==> src/rtl/stepper_step_driver.sv <==
// Converts the reg_24 target and reg_25 period taps into step/dir/enable pulses
// for the JA stepper header, and tracks the absolute motor position in steps.
module stepper_step_driver #(
  parameter int POS_WIDTH    = 16,
  parameter int PER_WIDTH    = 24,
  parameter int MIN_PERIOD   = 1000,
  parameter int PULSE_CYCLES = 200,
  parameter int DIR_SETUP    = 100,
  parameter int POS_MIN      = -2000,
  parameter int POS_MAX      = 2000
) (
  input  logic                 clock,
  input  logic                 reset,
  input  logic [31:0]          target_in,
  input  logic [31:0]          period_in,
  input  logic                 motor_en,
  input  logic                 zero_pos,
  output logic                 step,
  output logic                 dir,
  output logic                 en_n,
  output logic [POS_WIDTH-1:0] position,
  output logic                 busy,
  output logic                 at_target
);

  localparam int FLOOR_PER = (MIN_PERIOD > PULSE_CYCLES + 1) ? MIN_PERIOD : PULSE_CYCLES + 1;

  localparam logic [PER_WIDTH-1:0]        C_FLOOR_PER = PER_WIDTH'(FLOOR_PER);
  localparam logic [PER_WIDTH-1:0]        C_SETUP_LD  = PER_WIDTH'(DIR_SETUP - 1);
  localparam logic [PER_WIDTH-1:0]        C_PULSE_LD  = PER_WIDTH'(PULSE_CYCLES - 1);
  localparam logic [PER_WIDTH-1:0]        C_LOW_SUB   = PER_WIDTH'(PULSE_CYCLES + 1);
  localparam logic signed [POS_WIDTH-1:0] C_POS_MIN   = POS_WIDTH'(POS_MIN);
  localparam logic signed [POS_WIDTH-1:0] C_POS_MAX   = POS_WIDTH'(POS_MAX);
  localparam logic signed [POS_WIDTH-1:0] C_ONE       = POS_WIDTH'(1);

  typedef enum logic [1:0] {
    S_IDLE,
    S_SETUP,
    S_HIGH,
    S_LOW
  } state_t;

  state_t r_state, w_state_nxt;
  state_t w_dec_state;

  logic signed [POS_WIDTH-1:0] w_tgt_raw;
  logic signed [POS_WIDTH-1:0] w_tgt_clamp;
  logic signed [POS_WIDTH-1:0] r_target_q;
  logic signed [POS_WIDTH-1:0] r_position;
  logic signed [POS_WIDTH-1:0] w_pos_nxt;

  logic [PER_WIDTH-1:0] w_per_raw;
  logic [PER_WIDTH-1:0] w_eff_per;
  logic [PER_WIDTH-1:0] r_eff_per;
  logic [PER_WIDTH-1:0] w_eff_nxt;
  logic [PER_WIDTH-1:0] w_dec_eff;
  logic [PER_WIDTH-1:0] r_cnt;
  logic [PER_WIDTH-1:0] w_cnt_nxt;
  logic [PER_WIDTH-1:0] w_dec_cnt;

  logic r_dir, w_dir_nxt, w_dec_dir;
  logic w_want_move, w_need_dir;
  logic r_step, r_en_n, r_busy, r_at_target;
  logic w_unused;

  assign w_unused = ^{target_in[31:POS_WIDTH], period_in[31:PER_WIDTH]};

  assign w_tgt_raw = signed'(target_in[POS_WIDTH-1:0]);
  assign w_per_raw = period_in[PER_WIDTH-1:0];

  always_comb begin
    w_tgt_clamp = w_tgt_raw;
    if (w_tgt_raw < C_POS_MIN) begin
      w_tgt_clamp = C_POS_MIN;
    end else if (w_tgt_raw > C_POS_MAX) begin
      w_tgt_clamp = C_POS_MAX;
    end
  end

  assign w_eff_per = (w_per_raw > C_FLOOR_PER) ? w_per_raw : C_FLOOR_PER;

  // Shared step-boundary decision, used from IDLE and from the last LOW cycle.
  always_comb begin
    w_want_move = motor_en && (r_target_q != r_position);
    w_need_dir  = (r_target_q > r_position);
    w_dec_state = S_IDLE;
    w_dec_cnt   = r_cnt;
    w_dec_dir   = r_dir;
    w_dec_eff   = r_eff_per;
    if (w_want_move) begin
      if (w_need_dir != r_dir) begin
        w_dec_state = S_SETUP;
        w_dec_dir   = w_need_dir;
        w_dec_cnt   = C_SETUP_LD;
      end else begin
        w_dec_state = S_HIGH;
        w_dec_cnt   = C_PULSE_LD;
        w_dec_eff   = w_eff_per;
      end
    end
  end

  always_comb begin
    w_state_nxt = r_state;
    w_cnt_nxt   = r_cnt;
    w_dir_nxt   = r_dir;
    w_pos_nxt   = r_position;
    w_eff_nxt   = r_eff_per;
    case (r_state)
      S_IDLE: begin
        if (zero_pos) begin
          w_pos_nxt = '0;
        end else begin
          w_state_nxt = w_dec_state;
          w_cnt_nxt   = w_dec_cnt;
          w_dir_nxt   = w_dec_dir;
          w_eff_nxt   = w_dec_eff;
        end
      end
      S_SETUP: begin
        if (r_cnt == '0) begin
          w_state_nxt = S_HIGH;
          w_cnt_nxt   = C_PULSE_LD;
          w_eff_nxt   = w_eff_per;
        end else begin
          w_cnt_nxt = r_cnt - 1'b1;
        end
      end
      S_HIGH: begin
        if (r_cnt == '0) begin
          w_state_nxt = S_LOW;
          w_cnt_nxt   = r_eff_per - C_LOW_SUB;
          w_pos_nxt   = r_dir ? (r_position + C_ONE) : (r_position - C_ONE);
        end else begin
          w_cnt_nxt = r_cnt - 1'b1;
        end
      end
      S_LOW: begin
        if (r_cnt == '0) begin
          w_state_nxt = w_dec_state;
          w_cnt_nxt   = w_dec_cnt;
          w_dir_nxt   = w_dec_dir;
          w_eff_nxt   = w_dec_eff;
        end else begin
          w_cnt_nxt = r_cnt - 1'b1;
        end
      end
      default: begin
        w_state_nxt = S_IDLE;
      end
    endcase
  end

  // Output flags are registered from next-state values so they line up with state.
  always_ff @(posedge clock) begin
    if (reset) begin
      r_state     <= S_IDLE;
      r_cnt       <= '0;
      r_eff_per   <= '0;
      r_dir       <= 1'b0;
      r_position  <= '0;
      r_target_q  <= '0;
      r_step      <= 1'b0;
      r_en_n      <= 1'b1;
      r_busy      <= 1'b0;
      r_at_target <= 1'b1;
    end else begin
      r_state     <= w_state_nxt;
      r_cnt       <= w_cnt_nxt;
      r_eff_per   <= w_eff_nxt;
      r_dir       <= w_dir_nxt;
      r_position  <= w_pos_nxt;
      r_target_q  <= w_tgt_clamp;
      r_step      <= (w_state_nxt == S_HIGH);
      r_en_n      <= !(motor_en || (w_state_nxt != S_IDLE));
      r_busy      <= (w_state_nxt != S_IDLE);
      r_at_target <= (w_state_nxt == S_IDLE) && (w_pos_nxt == w_tgt_clamp);
    end
  end

  assign step      = r_step;
  assign dir       = r_dir;
  assign en_n      = r_en_n;
  assign position  = r_position;
  assign busy      = r_busy;
  assign at_target = r_at_target;

endmodule

==> config.mk <==
export PLATFORM = sky130hd
export DESIGN_NAME = stepper_step_driver
export DESIGN_NICKNAME = d
export VERILOG_FILES = /design/src/rtl/stepper_step_driver.sv
export SDC_FILE = /design/constraint.sdc
export NUM_CORES = 1
export LEC_CHECK = 0
export CAP_MARGIN = 10
export CORE_UTILIZATION = 25
export DETAILED_ROUTE_END_ITERATION = 16
export GPL_ROUTABILITY_DRIVEN = 0
export PLACE_DENSITY = 0.55
export REMOVE_ABC_BUFFERS = 1
export SLEW_MARGIN = 20
export SYNTH_ARGS = -nofsm -noshare
export SYNTH_HDL_FRONTEND = slang
export SYNTH_SLANG_ARGS = --single-unit
==> constraint.sdc <==
create_clock -name clock -period 3.45 [get_ports clock]
set_clock_uncertainty 0.1 [all_clocks]
set_input_delay 0.5175 -clock clock [delete_from_list [all_inputs] [get_ports clock]]
set_output_delay 0.5175 -clock clock [all_outputs]
set_load 0.05 [all_outputs]
==> reports/qor.yml, run 1 <==
setup_viol: 0
cp_max_fo: 6
place.port_buffers: 64
cp.required_ns: 3.64
drc: 0
firstDrtPassIters: 5
synth_area_um2: 5830
slew_headroom: 0.409
fin_crit_ns: 3.30
ys_seq_area_frac: 0.299
finalNonFillerCells: 1200
cp-endpoint: "at_target"
die_x_um: 155
synth.top_cell.area_share: 0.299
cts_tree: "yes"
p_switching_mw: 2.30
antenna_found_initial: 0
reg2reg_slack_ns: 0.15
rows: 55
ys.flop_type: "dfxtp_1"
placedInstanceArea_um2: 7350
hold_viol: 0
power.share.switching: 0.431
grt_max_degree: 40
grt_pass1_vias: 5486
period_share: 0.957
clock.fmax_ghz: 0.303
syn_area_per_cell_um2: 7.72
ys_ff_latch: 87
routed_wl_um: 17300
reg2reg_depth: 12
maxSlewViolCount: 0
crit_family: "compound AO/OA/AOI/OAI gates"
insertion_delay_ns: 0.35
gr-usage-all-layers: 0.146
insertedDiodeCount: 0
coreArea_um2: 22800
combPwrFrac: 0.565
ys_top_cells_by_area: "dfxtp_1 30%, nor2_1 7.7%, ha_1 6.9%"
dp_slack_ns: -0.244
ys_warn_count: 0
pwr_density_cell_nw_per_um2: 690
cts_made_buffers: 9
async_flop_share: 0
total_power_mw: 5.33
reg2reg_to: "at_target"
slowest_delay_ns: 0.40
status: "finished, final reports clean"
clk_pin_slew_ns: 0.06
cp-start-kind: "flop"
r2r_start: "dir"
ant_nets: 0
slowest_stage: "o41a_1"
cts.sinks: 87
synth-xor-area-share: 0.0646
synth-simple-area-share: 0.259
root_buffer: "clkbuf_16"
grt_util_met1: 0.194
met3_usage: 0.0333
synthCells: 756
crit_start: "dir"
route.detailed.wl_per_inst_um: 14.4
endpoint_kind: "flop"
synth_edf_count: 0
via_per_inst: 4.94
synth.distinct_cells: 75
crit_chain: "inv_1, ha_1, nor2b_1, o31a_1, o31a_1, o41a_1, a31oi_2, xnor2_1, a22oi_1, or3_1, mux2i_2, a41o_1"
cts_max_level: 3
synth_area_leader_cell: "dfxtp_1"
grt_overflow_total: 0
p_int_mw: 3.03
crit_buf_inv: 1
drive_above_1_share: 0.145
crit_top_cell: "o31a_1"
leakagePower_nw: 3.07
hp-class: "reg2reg"
dp_cells: 1182
die_h_um: 155
ioPinCount: 89
area_growth_pct: 32.4
top_usage_layer: "met2"
stdcell_area_um2: 7730
vdd_drop_max_mv: 0.317
hpwl_um: 13100
synth_top_family_by_area: "simple AND/OR/NAND/NOR gates"
initial_core_util: 0.256
tightest_slew_ns: 0.886
synth_compound_area_frac: 0.222
crit_type: "reg2reg"
setup_slack_ns: 0.147
grt_pass1_wl_um: 27900
die_area_um2: 24000
seqPwrFrac: 0.251
path_depth: 12
drv_cap: 0
nets: 984
met2_usage: 0.239
vias: 5927
synthAdderAreaFrac: 0.0721
crit_arrival_ns: 3.49
clkPwrFrac: 0.184
dr.first_iter.drc_count: 409
synthMuxAreaShare: 0.0399
cts.path.max_buffers: 2
hold_buffers: 0
sequential cells by signal, indices dropped and copies added (netlist names):
name        flops
en_n            1
r_cnt          24
busy            1
at_target       1
r_eff_per      24
position       16
r_state         2
dir             1
step            1
r_target_q     16
placed cells by master, fill, tap and decap left out, types with 20 or more instances in the layout:
| master | instances |
|---|---|
| nor2_1 | 119 |
| dfxtp_1 | 87 |
| buf_4 | 77 |
| clkdlybuf4s50_1 | 63 |
| nand2_1 | 55 |
| a21oi_1 | 52 |
| inv_1 | 37 |
| o21ai_0 | 34 |
| ha_1 | 31 |
| nor3_1 | 30 |
| xnor2_1 | 27 |
| mux2i_1 | 20 |
final cells by class:
type / count / area [um^2]
Timing Repair Buffer: 143 / 1250
Clock inverter: 3 / 43.8
Sequential cell: 87 / 1740
Multi-Input combinational cell: 603 / 3900
Inverter: 39 / 146
Fill cell: 2464 / 15100
Clock buffer: 12 / 246
Tap cell: 313 / 392
worst min-delay path: stages, from the launching register on:
cell and delay [ns]:
dfxtp_1 0.33, nor2_1 0.11, a311oi_1 0.05
Yosys cell counts, drive strengths merged (19+ instances only):
| cell type | count |
|---|---|
| nor2 | 119 |
| dfxtp | 87 |
| nand2 | 55 |
| a21oi | 54 |
| inv | 39 |
| o21ai | 37 |
| nor3 | 35 |
| ha | 32 |
| xnor2 | 27 |
| clkbuf | 23 |
| mux2i | 21 |
| nand3 | 19 |
per-layer routing:
metal,wire [um],vias up
li1,-,2993
met2,7790,176
met3,932,22
met5,0,-
met4,185,0
met1,8360,2736
repair_timing:
action                                  CTS  global route
endpoints found under the setup margin    1             1
buffers inserted                          0             3
resized for setup                         1            14
pin swaps                                 0             7
hold endpoints to repair                  0             0
through the flow:
stage                     TNS [ns]  hold WS (ns)  utilization
final                            0         0.436        0.339
after global routing      -0.00730         0.466        0.339
after CTS                        0         0.433        0.336
after detailed placement    -0.244         0.420        0.323
after global placement      -0.128         0.415        0.323
after floorplan             -30.50         0.378            -
worst min-delay path by stage:
stage | end | cells after the start | from | slack (ns)
after CTS | r_cnt[22] | 2 | r_cnt[22] | 0.43
after global routing | r_eff_per[16] | 2 | r_eff_per[16] | 0.47
after global placement | r_cnt[22] | 2 | r_cnt[22] | 0.42
final | r_eff_per[3] | 2 | r_eff_per[3] | 0.44
after floorplan | r_cnt[0] | 1 | r_cnt[0] | 0.38
after detailed placement | r_cnt[22] | 2 | r_cnt[22] | 0.42
cells by family after synthesis:
family	Yosys count
AO/OA/AOI/OAI	195
flip-flops	87
XOR/XNOR	43
AND/OR/NAND/NOR	309
adder cells (fa/ha/maj)	33
multiplexers	23
buffers and inverters	66
power groups by stage:
stage | Clock [mW] | Combinational (mW) | Sequential, mW
2_1_floorplan | 0 | 1.85 | 1.44
3_3_place_gp | 0 | 2.88 | 1.35
3_5_place_dp | 0 | 2.89 | 1.35
4_1_cts | 1.01 | 2.91 | 1.33
5_1_grt | 1.05 | 3.33 | 1.37
6_report | 0.979 | 3.01 | 1.34
(Power assumes the default switching activity.)
==> inputs of run 2 (changes only) <==
CORE_ASPECT_RATIO = 0.7   (was unset)
PLACE_DENSITY = 0.53   (was 0.55)
clock period = 3.9 ns   (was 3.45 ns; I/O delays follow)
==> run 2 against run 1 <==
  * Largest cell class unchanged
  * Register-to-register slack gained 0.07 ns
  * Non-clock buffer count fell by 33
  * Critical endpoint unchanged
  * Critical path type unchanged
  * Via count shrank 2.4%
==> reports/qor.yml, run 2 (same netlist as run 1, synthesis figures left out) <==
mostFrequentLayoutCells: "119 x nor2_1, 87 x dfxtp_1, 63 x clkdlybuf4s50_1, 55 x nand2_1, 52 x a21oi_1"
crit_buf_inv: 1
hold_viol: 0
routed_wl_um: 18000
postCtsSetupBuffers: 0
antenna_found_initial: 0
root_buffer: "clkbuf_16"
cp-start-kind: "flop"
gr-usage-all-layers: 0.154
nets: 951
cts_max_level: 3
dp_slack_ns: -0.00489
clock.fmax_ghz: 0.272
cts.path.max_buffers: 2
reg2reg_slack_ns: 0.22
finalNonFillerCells: 1167
initial_core_util: 0.256
grt_overflow_total: 0
tightest_slew_ns: 0.760
grt_max_degree: 41
setup_slack_ns: 0.219
drive_above_1_share: 0.103
cts.sinks: 87
route.detailed.wl_per_inst_um: 15.4
crit_arrival_ns: 3.88
rows: 46
place.port_buffers: 64
hp-class: "reg2reg"
dr.first_iter.drc_count: 375
ant_nets: 0
reg_top3: "r_cnt x24, r_eff_per x24"
cts_made_buffers: 9
hpwl_um: 13800
layout_commonest_cell: "nor2_1"
endpoint_kind: "flop"
fin_crit_ns: 3.68
crit_chain: "inv_1, ha_1, nand4_1, or4_1, o21ai_1, and3_1, a21oi_2, a221o_1, nor4_1, nand4_1, a2111oi_2, a41o_1"
tns_ns: 0
insertedDiodeCount: 0
vias: 5787
cts_tree: "yes"
total_power_mw: 4.56
coreArea_um2: 22800
drc: 0
cp.required_ns: 4.10
crit_top_cell: "nand4_1"
vdd_drop_max_mv: 0.257
die_h_um: 130
leakagePower_nw: 2.90
slowest_delay_ns: 0.63
via_per_inst: 4.96
grt_pass1_wl_um: 28700
grt_pass1_vias: 5210
pwr_density_cell_nw_per_um2: 615
crit_family: "simple AND/OR/NAND/NOR gates"
insertion_delay_ns: 0.36
ioPinCount: 89
die_area_um2: 24000
slew_headroom: 0.493
die_x_um: 185
maxSlewViolCount: 0
clk_pin_slew_ns: 0.07
firstDrtPassIters: 5
drv_cap: 0
area_growth_pct: 27.2
status: "finished, final reports clean"
setup_viol: 0
dp_cells: 1151
crit_type: "reg2reg"
period_share: 0.944
cp_max_fo: 4
slowest_stage: "or4_1"
==> run 2: power by group <==
group	switching [mW]	internal (mW)
Sequential	0.171	1.03
Combinational	1.47	0.991
Clock	0.395	0.498
Total	2.04	2.52
==> run 2: worst min-delay path: stages (launching register included) <==
cell,delay [ns]
dfxtp_1,0.36
mux2i_1,0.08
nor2_1,0.07
==> run 2: repair_timing <==
action,in CTS,in global routing
hold buffers,0,0
gates resized for setup,0,2
endpoints found under the setup margin,0,1
==> run 2: cell type report <==
cell class | count | area [um^2]
clock inverter | 7 | 72.6
timing repair buffer | 110 | 993
sequential | 87 | 1740
clock buffer | 9 | 225
tap | 312 | 390
multi-input combinational | 603 | 3850
inverter | 39 | 146
fill | 2457 | 15400
==> run 2: layer usage <==
layer,track usage,wire [um],vias to the layer above
li1,-,-,2928
met1,0.240,9970,2734
met2,0.211,7040,116
met3,0.0377,850,9
met4,0.0260,99,0
met5,0,0,-
==> run 2: through the flow <==
stage / hold WS [ns] / util / cell area, um^2
floorplan: 0.378 / - / 5720
global placement: 0.409 / 0.312 / 7110
detailed placement: 0.417 / 0.312 / 7110
CTS: 0.433 / 0.325 / 7410
global route: 0.448 / 0.326 / 7420
finish: 0.435 / 0.326 / 7420
==> run 2: worst paths after layout <==
kind | start | end | cells past startpoint
max | position[15] | at_target | 12
min | r_eff_per[23] | r_eff_per[23] | 2
max reg2reg | position[15] | at_target | 12
min reg2reg | r_eff_per[23] | r_eff_per[23] | 2
==> inputs of run 3 (changes only) <==
GPL_TIMING_DRIVEN = 0   (was unset)
==> run 3 against run 2 <==
  * Register-to-register slack lost 0.04 ns
  * Combinational power grew 4%
  * Critical endpoint unchanged
  * Critical path depth is the same
  * Total power grew 2.9%
  * Global-route usage shrank 0.073 points
  * Highest routed layer unchanged
  * Clock power is essentially flat
  * Critical path type unchanged
==> reports/qor.yml, run 3 (same netlist as run 1, synthesis figures left out) <==
firstDrtPassIters: 5
fillers: 2444
via_per_inst: 5.06
slowest_stage: "or4_4"
maxSlewViolCount: 0
clkPwrFrac: 0.190
stdcell_area_um2: 7370
clock.fmax_ghz: 0.268
cts_made_buffers: 9
insertedDiodeCount: 0
ioPinCount: 89
root_buffer: "clkbuf_16"
p_int_mw: 2.60
reg2reg_slack_ns: 0.17
hp-class: "reg2reg"
placedInstanceArea_um2: 6860
cp_max_fo: 7
dr.first_iter.drc_count: 493
clk_pin_slew_ns: 0.06
vdd_drop_max_mv: 0.313
cp-start-kind: "flop"
p_switching_mw: 2.09
whs_path_depth: 2
die_h_um: 130
dp_slack_ns: -0.560
tightest_slew_ns: 0.729
hold_viol: 0
drc: 0
seqPwrFrac: 0.265
place.port_buffers: 64
grt_pass1_vias: 5222
cp.required_ns: 4.10
reg2reg_to: "at_target"
combPwrFrac: 0.545
antenna_found_initial: 0
period_share: 0.955
drive_above_1_share: 0.0951
reg2reg_depth: 12
tns_ns: 0
cts.path.max_buffers: 2
cts.sinks: 87
cts_tree: "yes"
crit_buf_inv: 1
nets: 928
initial_core_util: 0.256
crit_arrival_ns: 3.92
crit_family: "simple AND/OR/NAND/NOR gates"
grt_overflow_total: 0
endpoint_kind: "flop"
grt_max_degree: 55
crit_chain: "inv_1, ha_1, nand4_1, or4_4, o21ai_4, and3_2, a21oi_2, a221o_1, nor4_1, nand4_1, a2111oi_2, a41o_1"
status: "finished, final reports clean"
crit_type: "reg2reg"
crit_start: "position[15]"
layout_commonest_cell: "nor2_1"
mostFrequentLayoutCells: "118 x nor2_1, 81 x dfxtp_1, 63 x clkdlybuf4s50_1, 55 x nand2_1, 51 x a21oi_1"
die_area_um2: 24000
route.detailed.wl_per_inst_um: 15.8
ant_nets: 0
slew_headroom: 0.510
gr-usage-all-layers: 0.154
path_depth: 12
drv_cap: 0
dp_cells: 1109
reg_top3: "r_cnt x24, r_eff_per x24"
pwr_density_cell_nw_per_um2: 637
area_growth_pct: 26.3
hpwl_um: 13400
crit_top_cell: "nand4_1"
setup_slack_ns: 0.175
r2r_start: "position[15]"
grt_pass1_wl_um: 28600
routed_wl_um: 18100
setup_viol: 0
leakagePower_nw: 2.81
cts_max_level: 3
rows: 46
vias: 5784
slowest_delay_ns: 0.62
hold_start: "r_eff_per[23]"
power.share.switching: 0.446
fin_crit_ns: 3.73
insertion_delay_ns: 0.35
finalNonFillerCells: 1143
die_x_um: 185
cp-endpoint: "at_target"
coreArea_um2: 22800
[run 3: cell count changes in the layout (fill, tap and decap cells not counted), sizes merged]
| cell | before | now |
|---|---|---|
| clkbuf | 9 | 11 |
| inv | 40 | 38 |
| buf | 47 | 23 |
| or4 | 7 | 8 |
| clkinvlp | 2 | 1 |
[run 3: stage by stage]
stage          power (mW)  hold slack, ns  utilization
2_1_floorplan        2.91           0.378            -
3_3_place_gp         3.53           0.418        0.296
3_5_place_dp         3.59           0.419        0.301
4_1_cts              4.54           0.429        0.316
5_1_grt              5.03           0.468        0.323
6_report             4.69           0.435        0.323
[run 3: how the worst min path moves through the flow]
| stage | to | slack, ns |
|---|---|---|
| global placement | r_eff_per[23] | 0.42 |
| finish | r_eff_per[23] | 0.44 |
| detailed placement | r_cnt[0] | 0.42 |
| global route | r_cnt[20] | 0.47 |
| floorplan | r_cnt[0] | 0.38 |
| CTS | r_cnt[0] | 0.43 |
[run 3: layer usage]
layer | vias to the layer above | GRT usage | share of wire | wire length, um
met5 | - | 0 | 0 | 0
met1 | 2731 | 0.235 | 0.53 | 9580
met2 | 153 | 0.214 | 0.40 | 7290
li1 | 2889 | - | - | -
met4 | 0 | 0.0397 | 0.0095 | 172
met3 | 11 | 0.0307 | 0.057 | 1030
[run 3: final cells by class]
cell class              count  area [um^2]  area share
flip-flops and latches     87         1750       0.237
clock inverters             4         45.0     0.00611
well taps                 312          390      0.0530
clock buffers              11          253      0.0343
multi-input cells         604         3940       0.535
inverters                  39          150      0.0204
repair buffers             86          840       0.114
[run 3: worst reg2reg max path, delay by kind of cell (launching register included)]
| family | cells | cell delay (ns) |
|---|---|---|
| AO/OA/AOI/OAI | 5 | 1.23 |
| adder cells (fa/ha/maj) | 1 | 0.34 |
| buffers and inverters | 1 | 0.07 |
| flip-flops | 1 | 0.39 |
| AND/OR/NAND/NOR | 5 | 1.55 |
[run 3: power groups by stage]
stage | Sequential [mW] | Clock [mW] | Combinational (mW)
2_1_floorplan | 1.27 | 0 | 1.64
3_3_place_gp | 1.25 | 0 | 2.28
3_5_place_dp | 1.25 | 0 | 2.34
4_1_cts | 1.24 | 0.909 | 2.39
5_1_grt | 1.27 | 0.944 | 2.82
6_report | 1.24 | 0.890 | 2.56
[run 3: what timing repair did]
item,CTS,global route
setup buffers,3,15
setup endpoints to repair,20,21
cloned,0,1
pin swaps,2,6
resized for setup,5,15
hold buffers,0,0
